--- src/rtl/mult_div_unit.sv ---
// Iterative multiply/divide unit holding the architectural HI/LO registers.
// MULT/MULTU use shift-add and DIV/DIVU use restoring division.
// Both retire one operand bit per cycle on operand magnitudes, and the sign
// is fixed up in a final FIX cycle.
//
// Handshake: `start` is accepted only when the unit is IDLE (busy == 0).
// `busy` stays high until the FIX completion edge. `done` then pulses for one
// cycle with HI/LO already holding the result; the unit is IDLE again in that
// cycle. `abort` drops an in-flight operation without touching HI/LO.
module mult_div_unit #(
    parameter int WIDTH = 32
) (
    input  logic             CLK,
    input  logic             nRST,
    input  logic             start,
    input  logic [1:0]       op,
    input  logic [WIDTH-1:0] rs_data,
    input  logic [WIDTH-1:0] rt_data,
    input  logic             abort,
    input  logic             hi_wen,
    input  logic             lo_wen,
    input  logic [WIDTH-1:0] wdata,
    output logic             busy,
    output logic             done,
    output logic [WIDTH-1:0] hi,
    output logic [WIDTH-1:0] lo,
    output logic [1:0]       dbg_state
);

    localparam int CW = $clog2(WIDTH + 1);
    localparam logic [CW-1:0] LAST = CW'(WIDTH - 1);

    typedef enum logic [1:0] {
        ST_IDLE = 2'd0,
        ST_RUN  = 2'd1,
        ST_FIX  = 2'd2
    } state_e;

    state_e              state_q, state_d;
    logic [1:0]          op_q, op_d;
    // acc low half: the multiplier or dividend, consumed one bit per cycle.
    // For divide it fills with quotient bits.
    // acc high half: the running product; it stays zero for divide.
    logic [2*WIDTH-1:0]  acc_q, acc_d;
    // Multiplicand magnitude for multiply, divisor magnitude for divide
    logic [WIDTH-1:0]    opnd_q, opnd_d;
    logic [WIDTH-1:0]    rem_q, rem_d;
    logic [CW-1:0]       cnt_q, cnt_d;
    logic                neg_quo_q, neg_quo_d;
    logic                neg_rem_q, neg_rem_d;
    logic [WIDTH-1:0]    hi_q, hi_d;
    logic [WIDTH-1:0]    lo_q, lo_d;
    logic                busy_q, busy_d;
    logic                done_q, done_d;

    logic                op_signed;
    logic [WIDTH-1:0]    rs_mag;
    logic [WIDTH-1:0]    rt_mag;
    logic [WIDTH:0]      mul_sum;
    logic [WIDTH:0]      div_shift;
    logic                div_ge;
    logic                fix_signed;
    logic [2*WIDTH-1:0]  prod_fix;
    logic [WIDTH-1:0]    quo_fix;
    logic [WIDTH-1:0]    rem_fix;

    // Operand magnitudes: signed ops take the absolute value; unsigned ops pass through.
    // The most negative value maps to itself, which is its correct unsigned magnitude.
    assign op_signed = ~op[0];
    assign rs_mag    = (op_signed && rs_data[WIDTH-1]) ? (~rs_data + 1'b1) : rs_data;
    assign rt_mag    = (op_signed && rt_data[WIDTH-1]) ? (~rt_data + 1'b1) : rt_data;

    // Multiply step: conditionally add the multiplicand into the upper half.
    // The carry-out bit is kept and shifted down with the rest of the accumulator.
    assign mul_sum   = {1'b0, acc_q[2*WIDTH-1:WIDTH]}
                     + {1'b0, (acc_q[0] ? opnd_q : {WIDTH{1'b0}})};

    // Divide step: the WIDTH+1 bit partial remainder is the previous remainder
    // with the next dividend bit shifted in.
    // When it is >= divisor, the difference fits in WIDTH bits.
    assign div_shift = {rem_q, acc_q[WIDTH-1]};
    assign div_ge    = div_shift >= {1'b0, opnd_q};

    // Sign correction applied in FIX. Divide by zero and the overflow case
    // fall out of the same rule without special handling.
    assign fix_signed = ~op_q[0];
    assign prod_fix   = (fix_signed && neg_quo_q) ? (~acc_q + 1'b1) : acc_q;
    assign quo_fix    = (fix_signed && neg_quo_q) ? (~acc_q[WIDTH-1:0] + 1'b1)
                                                  : acc_q[WIDTH-1:0];
    assign rem_fix    = (fix_signed && neg_rem_q) ? (~rem_q + 1'b1) : rem_q;

    // Next-state logic: FSM sequencing, datapath iteration and HI/LO writes
    always_comb begin
        state_d   = state_q;
        op_d      = op_q;
        acc_d     = acc_q;
        opnd_d    = opnd_q;
        rem_d     = rem_q;
        cnt_d     = cnt_q;
        neg_quo_d = neg_quo_q;
        neg_rem_d = neg_rem_q;
        hi_d      = hi_q;
        lo_d      = lo_q;
        done_d    = 1'b0;

        case (state_q)
            ST_IDLE: begin
                if (hi_wen) hi_d = wdata;
                if (lo_wen) lo_d = wdata;
                if (start) begin
                    state_d   = ST_RUN;
                    op_d      = op;
                    acc_d     = {{WIDTH{1'b0}}, rs_mag};
                    opnd_d    = rt_mag;
                    rem_d     = '0;
                    cnt_d     = '0;
                    neg_quo_d = op_signed & (rs_data[WIDTH-1] ^ rt_data[WIDTH-1]);
                    neg_rem_d = op_signed & rs_data[WIDTH-1];
                end
            end
            ST_RUN: begin
                if (abort) begin
                    state_d = ST_IDLE;
                end else begin
                    if (op_q[1]) begin
                        rem_d = div_ge ? (div_shift[WIDTH-1:0] - opnd_q)
                                       : div_shift[WIDTH-1:0];
                        acc_d = {acc_q[2*WIDTH-1:WIDTH], acc_q[WIDTH-2:0], div_ge};
                    end else begin
                        acc_d = {mul_sum, acc_q[WIDTH-1:1]};
                    end
                    cnt_d = cnt_q + 1'b1;
                    if (cnt_q == LAST) state_d = ST_FIX;
                end
            end
            ST_FIX: begin
                state_d = ST_IDLE;
                if (!abort) begin
                    done_d = 1'b1;
                    if (op_q[1]) begin
                        lo_d = quo_fix;
                        hi_d = rem_fix;
                    end else begin
                        hi_d = prod_fix[2*WIDTH-1:WIDTH];
                        lo_d = prod_fix[WIDTH-1:0];
                    end
                end
            end
            default: state_d = ST_IDLE;
        endcase

        busy_d = (state_d != ST_IDLE);
    end

    // State and datapath registers with asynchronous active-low reset
    always_ff @(posedge CLK or negedge nRST) begin
        if (!nRST) begin
            state_q   <= ST_IDLE;
            op_q      <= '0;
            acc_q     <= '0;
            opnd_q    <= '0;
            rem_q     <= '0;
            cnt_q     <= '0;
            neg_quo_q <= 1'b0;
            neg_rem_q <= 1'b0;
            hi_q      <= '0;
            lo_q      <= '0;
            busy_q    <= 1'b0;
            done_q    <= 1'b0;
        end else begin
            state_q   <= state_d;
            op_q      <= op_d;
            acc_q     <= acc_d;
            opnd_q    <= opnd_d;
            rem_q     <= rem_d;
            cnt_q     <= cnt_d;
            neg_quo_q <= neg_quo_d;
            neg_rem_q <= neg_rem_d;
            hi_q      <= hi_d;
            lo_q      <= lo_d;
            busy_q    <= busy_d;
            done_q    <= done_d;
        end
    end

    assign busy      = busy_q;
    assign done      = done_q;
    assign hi        = hi_q;
    assign lo        = lo_q;
    assign dbg_state = state_q;

endmodule

--- config.mk ---
export PLATFORM = sky130hd
export DESIGN_NAME = mult_div_unit
export DESIGN_NICKNAME = d
export VERILOG_FILES = /design/src/rtl/mult_div_unit.sv
export SDC_FILE = /design/constraint.sdc
export NUM_CORES = 1
export LEC_CHECK = 0
export BUFFER_PORTS_ARGS = -buffer_cell sky130_fd_sc_hd__buf_2
export CAP_MARGIN = 20
export CORE_MARGIN = 2
export CORE_UTILIZATION = 54
export CTS_CLUSTER_SIZE = 30
export DETAILED_ROUTE_END_ITERATION = 8
export GPL_TIMING_DRIVEN = 0
export PLACE_DENSITY = 0.77
export SLEW_MARGIN = 20
export SYNTH_ARGS = -nofsm -noshare
export SYNTH_HDL_FRONTEND = slang
export SYNTH_SLANG_ARGS = --single-unit
--- constraint.sdc ---
create_clock -name CLK -period 3.37 [get_ports CLK]
set_input_delay 0.674 -clock CLK [delete_from_list [all_inputs] [get_ports CLK]]
set_output_delay 0.674 -clock CLK [all_outputs]
set_load 0.03 [all_outputs]
# --- Word-level counts from Yosys, hierarchy flattened ---
# Cells that the tools add are included.
word_totals:
  register_bits: 206
  input_bits: 104
  wordCells: 88
op_classes:
  n_addsub: 8
  order_cmp: 1
  n_eq_ne: 10
  mux: 32
  bitwise: 10
  reduce_logical: 14
ops:
  columns: ["cell", "count"]
  rows:
  - ["$mux 32", 15]
  - ["$mux 64", 4]
  - ["$pmux 32 s2", 3]
  - ["$add 32x1->32 const B", 4]
  - ["$not 32->32", 4]
  - ["$pmux 64 s2", 1]
  - ["$add 64x1->64 const B", 1]
  - ["$not 64->64", 1]
  - ["$add 32x32->33", 1]
  - ["$ge 33x32->1", 1]
  - ["$sub 32x32->32", 1]
  - ["$ne 2x2->1 const B", 7]
  - ["$mux 6", 2]
  - ["$pmux 6 s2", 1]
  - ["$reduce_and 3->1", 3]
  - ["$reduce_and 4->1", 2]
  - ["$add 6x1->6 const B", 1]
  - ["$eq 6x5->1 const B", 1]
  - ["$mux 2", 3]
  - ["$reduce_bool 2->1", 3]
  - ["$logic_and 1x1->1", 4]
  - ["$pmux 2 s2", 1]
  - ["$and 1x1->1", 2]
  - ["$eq 2x1->1 const B", 1]
  - ["other kinds (6)", 8]

# --- Logic depth before layout (Yosys ltp) ---
depth:
  ltp_word: 6
  mapped_depth: 14
  ltp_nobuf: 13

# --- Worst setup path after synthesis ---
# OpenSTA, ideal clock, no wires.
synth_path:
  path_kind: "flip-flop to flip-flop"
  from: "register acc_q[0]"
  to: "register acc_q[54]"
  setup_time_ps: 122
  arrival_ps: 3472
  required_time_ps: 3248
  path_slack_ps: -223
  stages_incl_launch_ff: 14
  n_path_buf: 1
  path_cell_list: "dfrtp_1 inv_1 clkbuf_1 nor2_1 ha_1 a2111oi_0 o21ai_0 and3_1 a31o_2 a32oi_1 o21ai_0 a21o_1 a211o_1 a32o_1"
synth_between:
  elab_chain_cells: 5
synth_lines:
  columns: ["item", "line_no", "source"]
  rows:
  - ["start, declared", "44", "logic [2*WIDTH-1:0] acc_q, acc_d;"]
  - ["start signal, assigned", "160", "acc_q <= '0;"]
  - ["start signal, assigned", "173", "acc_q <= acc_d;"]
  - ["$mux 32", "76", "+ {1'b0, (acc_q[0] ? opnd_q : {WIDTH{1'b0}})};"]
  - ["$add 32x32->33", "76", null]
  - ["$mux 64", "125", "if (op_q[1]) begin"]
  - ["$mux 64", "122", "if (abort) begin"]
  - ["$pmux 64 s2", "106", "case (state_q)"]
# No other way between the ends. The select of a mux whose other input is x is not followed.
# A chain may end at the register's enable or synchronous reset.

# --- Worst setup path after layout ---
layout_path:
  from: "register acc_q[31]"
  to: "register rem_q[24]"
layout_between:
  elab_chain_cells: 5
  elab_cells_between_ends: 6
  cone_classes: "add/sub: 1; order compare: 1; mux: 4"
layout_lines:
  columns: ["item", "line_no", "source"]
  rows:
  - ["$sub 32x32->32 / $ge 33x32->1 (equally long branches)", "126, 82", null]
  - ["$mux 32 *", "126", "rem_d = div_ge ? (div_shift[WIDTH-1:0] - opnd_q)"]
  - ["$mux 32 *", "125", null]
  - ["$mux 32 *", "122", null]
  - ["$pmux 32 s2 *", "106", null]
  - ["end signal, assigned", "175", "rem_q <= rem_d;"]
  - ["end, declared", "47", "logic [WIDTH-1:0] rem_q, rem_d;"]
# Every way passes the cells marked *; elsewhere a longest branch is shown, timed or not. The select of a mux whose other input is x is not followed.

==> qor.yml <==
status: "completed"
clock_latency_ps: 540
setup_violations: 0
fin_crit_sh: 0.981
cap_violations: 0
swShare: 0.436
diodes: 0
seqPwrFrac: 0.325
drt_iter0_drc: 2021
layout-drive-gt1-share: 0.149
internal-power_w: 0.00621
holdPathStages: 3
vias_per_cell: 6.32
die_w_um: 177
dp.cells: 2587
grt_pass1_vias: 15300
cts_root_buf: "clkbuf_16"
finClkSkew_ps: 28.5
stdcell_count: 2650
syn_area_per_cell_um2: 7.94
synth-main-ff-cell: "dfrtp_1"
slew_headroom: 0.396
synth_top_area_share: 0.321
ys_top_cells_by_count: "nand2_1 (259), o21ai_0 (253), dfrtp_1 (206)"
drc: 0
ys_warn_count: 0
gp_congestion: 0.961
post-synth-top-count-cell: "nand2_1"
cts_buffers: 25
die-area_um2: 31200
start_kind: "flip-flop"
fp-row-count: 63
worstHoldPathType: "in -> reg"
syn_to_final_growth_pct: 17.6
clockBufferDepth: 3
drt-pass1-iter-count: 5
fp.coreArea_um2: 29500
path_depth: 13
crit_family: "compound AO/OA/AOI/OAI gates"
gr-usage-met2: 0.558
antenna_found_initial: 1
final_hold_viol_count: 0
wl_per_cell_um: 21.9
comb_power_share: 0.416
critPathCaptureType: "flip-flop"
via_count: 16800
cts.clk_slew.worst_paths_ps: 70
grt_overflow: 0
cts_sinks: 206
place_ws_ps: -781
cts.htree.levels: 1
cp.buffers_inverters: 2
slowest_delay_ps: 440
yosys.area.top_type: "dfrtp_1"
fp.dieH_um: 177
r2r_cells: 13
critPathSlowestCell: "dfrtp_2"
crit_required_ps: 3790
ant_nets: 0
synth.distinct_cells: 77
synthTopCellsByArea: "dfrtp_1 (32%), o21ai_0 (7.9%), nand2_1 (6.0%), a21oi_1 (5.4%), ha_1 (5.4%)"
cp.arrival_ps: 3730
synth_enable_flop_cells: 0
use_met3: 0.0624
clockPowerShare: 0.259
grt.met1_usage: 0.527
p_sw_w: 0.00479
grt_max_degree: 99
syn-cell-area_um2: 16100
num-fill-cells: 2633
grt_use_total: 0.364
cts_tree: "built"
pin_count: 172
syn-num-nets: 2199
vdd_drop_max_mv: 0.440
whs_ps: 371
place_area_um2: 17500
drv_slew: 0
fin_ws_ps: 63.5
syn_inst: 2024
p_leak_nw: 8.49
synth-async-reset-ratio: 1.00
ys_seq_elements: 206
fmax_ghz: 0.302
nets: 2417
path_cells: "clkinv_4 -> ha_4 -> inv_1 -> fa_2 -> a21o_1 -> a221oi_4 -> o21ai_2 -> a2111oi_4 -> o31a_1 -> nor2_2 -> a311oi_2 -> xnor2_1 -> a221o_1"
start_util: 0.545
stdcell_area_um2: 18900
crit_type: "reg -> reg"
p_per_area_nw_per_um2: 582
routed_wl_um: 58100
hpwl_um: 44800
gr-max-usage-layer: "met2"
yosysSeqAreaShare: 0.321
io_buffers: 171
worstMarginPinSlew_ps: 903
worstPathMaxFanout: 4
finalCriticalPeriod_ps: 3310
grt_pass1_wl_um: 87800
metal layers:
metal  share of wire  wire length (µm)
met3           0.098              5690
met1            0.43             25000
met2            0.44             25700
met4           0.032              1840
met5               0                 0
metrics by stage:
step / TNS (ps) / util / total power [W]
floorplan: 0 / - / 0.00627
global route: -178 / 0.642 / 0.0115
finish: 0 / 0.642 / 0.0110
CTS: 0 / 0.629 / 0.0107
global placement: -421890 / 0.592 / 0.00769
detailed placement: -27330 / 0.594 / 0.00778
power by group through the flow:
stage	combinational, W	clock (W)	sequential, W
finish	0.00458	0.00285	0.00358
global route	0.00494	0.00295	0.00361
CTS	0.00433	0.00285	0.00351
detailed placement	0.00423	0	0.00355
global placement	0.00415	0	0.00353
floorplan	0.00260	0	0.00367
flip-flops by register name (all words and copies together) (netlist names):
register   cells
busy           1
neg_rem_q      1
lo            32
done           1
neg_quo_q      1
hi            32
dbg_state      2
op_q           2
cnt_q          6
opnd_q        32
acc_q         64
rem_q         32
placed cells by master (no fill, tap or decap), drive strengths merged, types with 13 or more instances in the layout:
master  instances
mux2i          50
or3            15
buf           205
inv            63
nor2b          16
and3           18
a21oi         174
and2           21
nand3          37
o21ai         256
a21o           37
xnor2          98
ha             69
nand2b         19
a221o          14
dfrtp         206
or4            13
nor3           50
xor2           96
o211ai         19
nand2         259
nor2          155
nor4           21
o31ai          29
o41ai          14
clkbuf        140
worst reg2reg max path, stage by stage, from the launching register on:
cell and delay (ps):
dfrtp_2 440, clkinv_4 90, ha_4 130, inv_1 50, fa_2 410, a21o_1 250, a221oi_4 290, o21ai_2 150
a2111oi_4 390, o31a_1 240, nor2_2 60, a311oi_2 270, xnor2_1 110, a221o_1 320
logic make-up (layout without fill, tap and decap cells):
family	count (synthesis)	count (layout)	share of synthesized area
and+or+nand+nor	666	666	0.196
muxes	54	54	0.0339
buffers and inverters	184	420	0.0435
adders and majority gates	71	71	0.0562
AOI/OAI and AO/OA	649	649	0.244
xor gates and xnor gates	194	194	0.106
DFF	206	206	0.321
worst paths after layout:
check	end	start	slack [ps]
worst max-delay path	rem_q[24]	acc_q[31]	60
worst min-delay path	op_q[1]	op[1]	370
worst max register to register	rem_q[24]	acc_q[31]	60
worst min register to register	lo[7]	lo[7]	470
max in group asynchronous	rem_q[6]	nRST	1990
min in group asynchronous	acc_q[4]	nRST	580
layout make-up:
cell class	instances	area [µm²]	share of cell area
clock buffer	36	727	0.0384
tap	390	488	0.0258
buffer	114	460	0.0243
timing repair buffer	196	1100	0.0581
multi-input combinational	1634	10600	0.560
sequential	206	5160	0.273
clock inverter	9	133	0.00701
inverter	65	254	0.0134
what timing repair did:
| item | in CTS | in global routing |
|---|---|---|
| endpoints found under the setup margin | 67 | 67 |
| hold buffers | 1 | 0 |
| hold endpoints to repair | 22 | 0 |
| pin swaps | 5 | 19 |
| buffers inserted | 6 | 16 |
| gates resized for setup | 41 | 65 |
| gates cloned | 0 | 0 |
(Power assumes the default switching activity.)
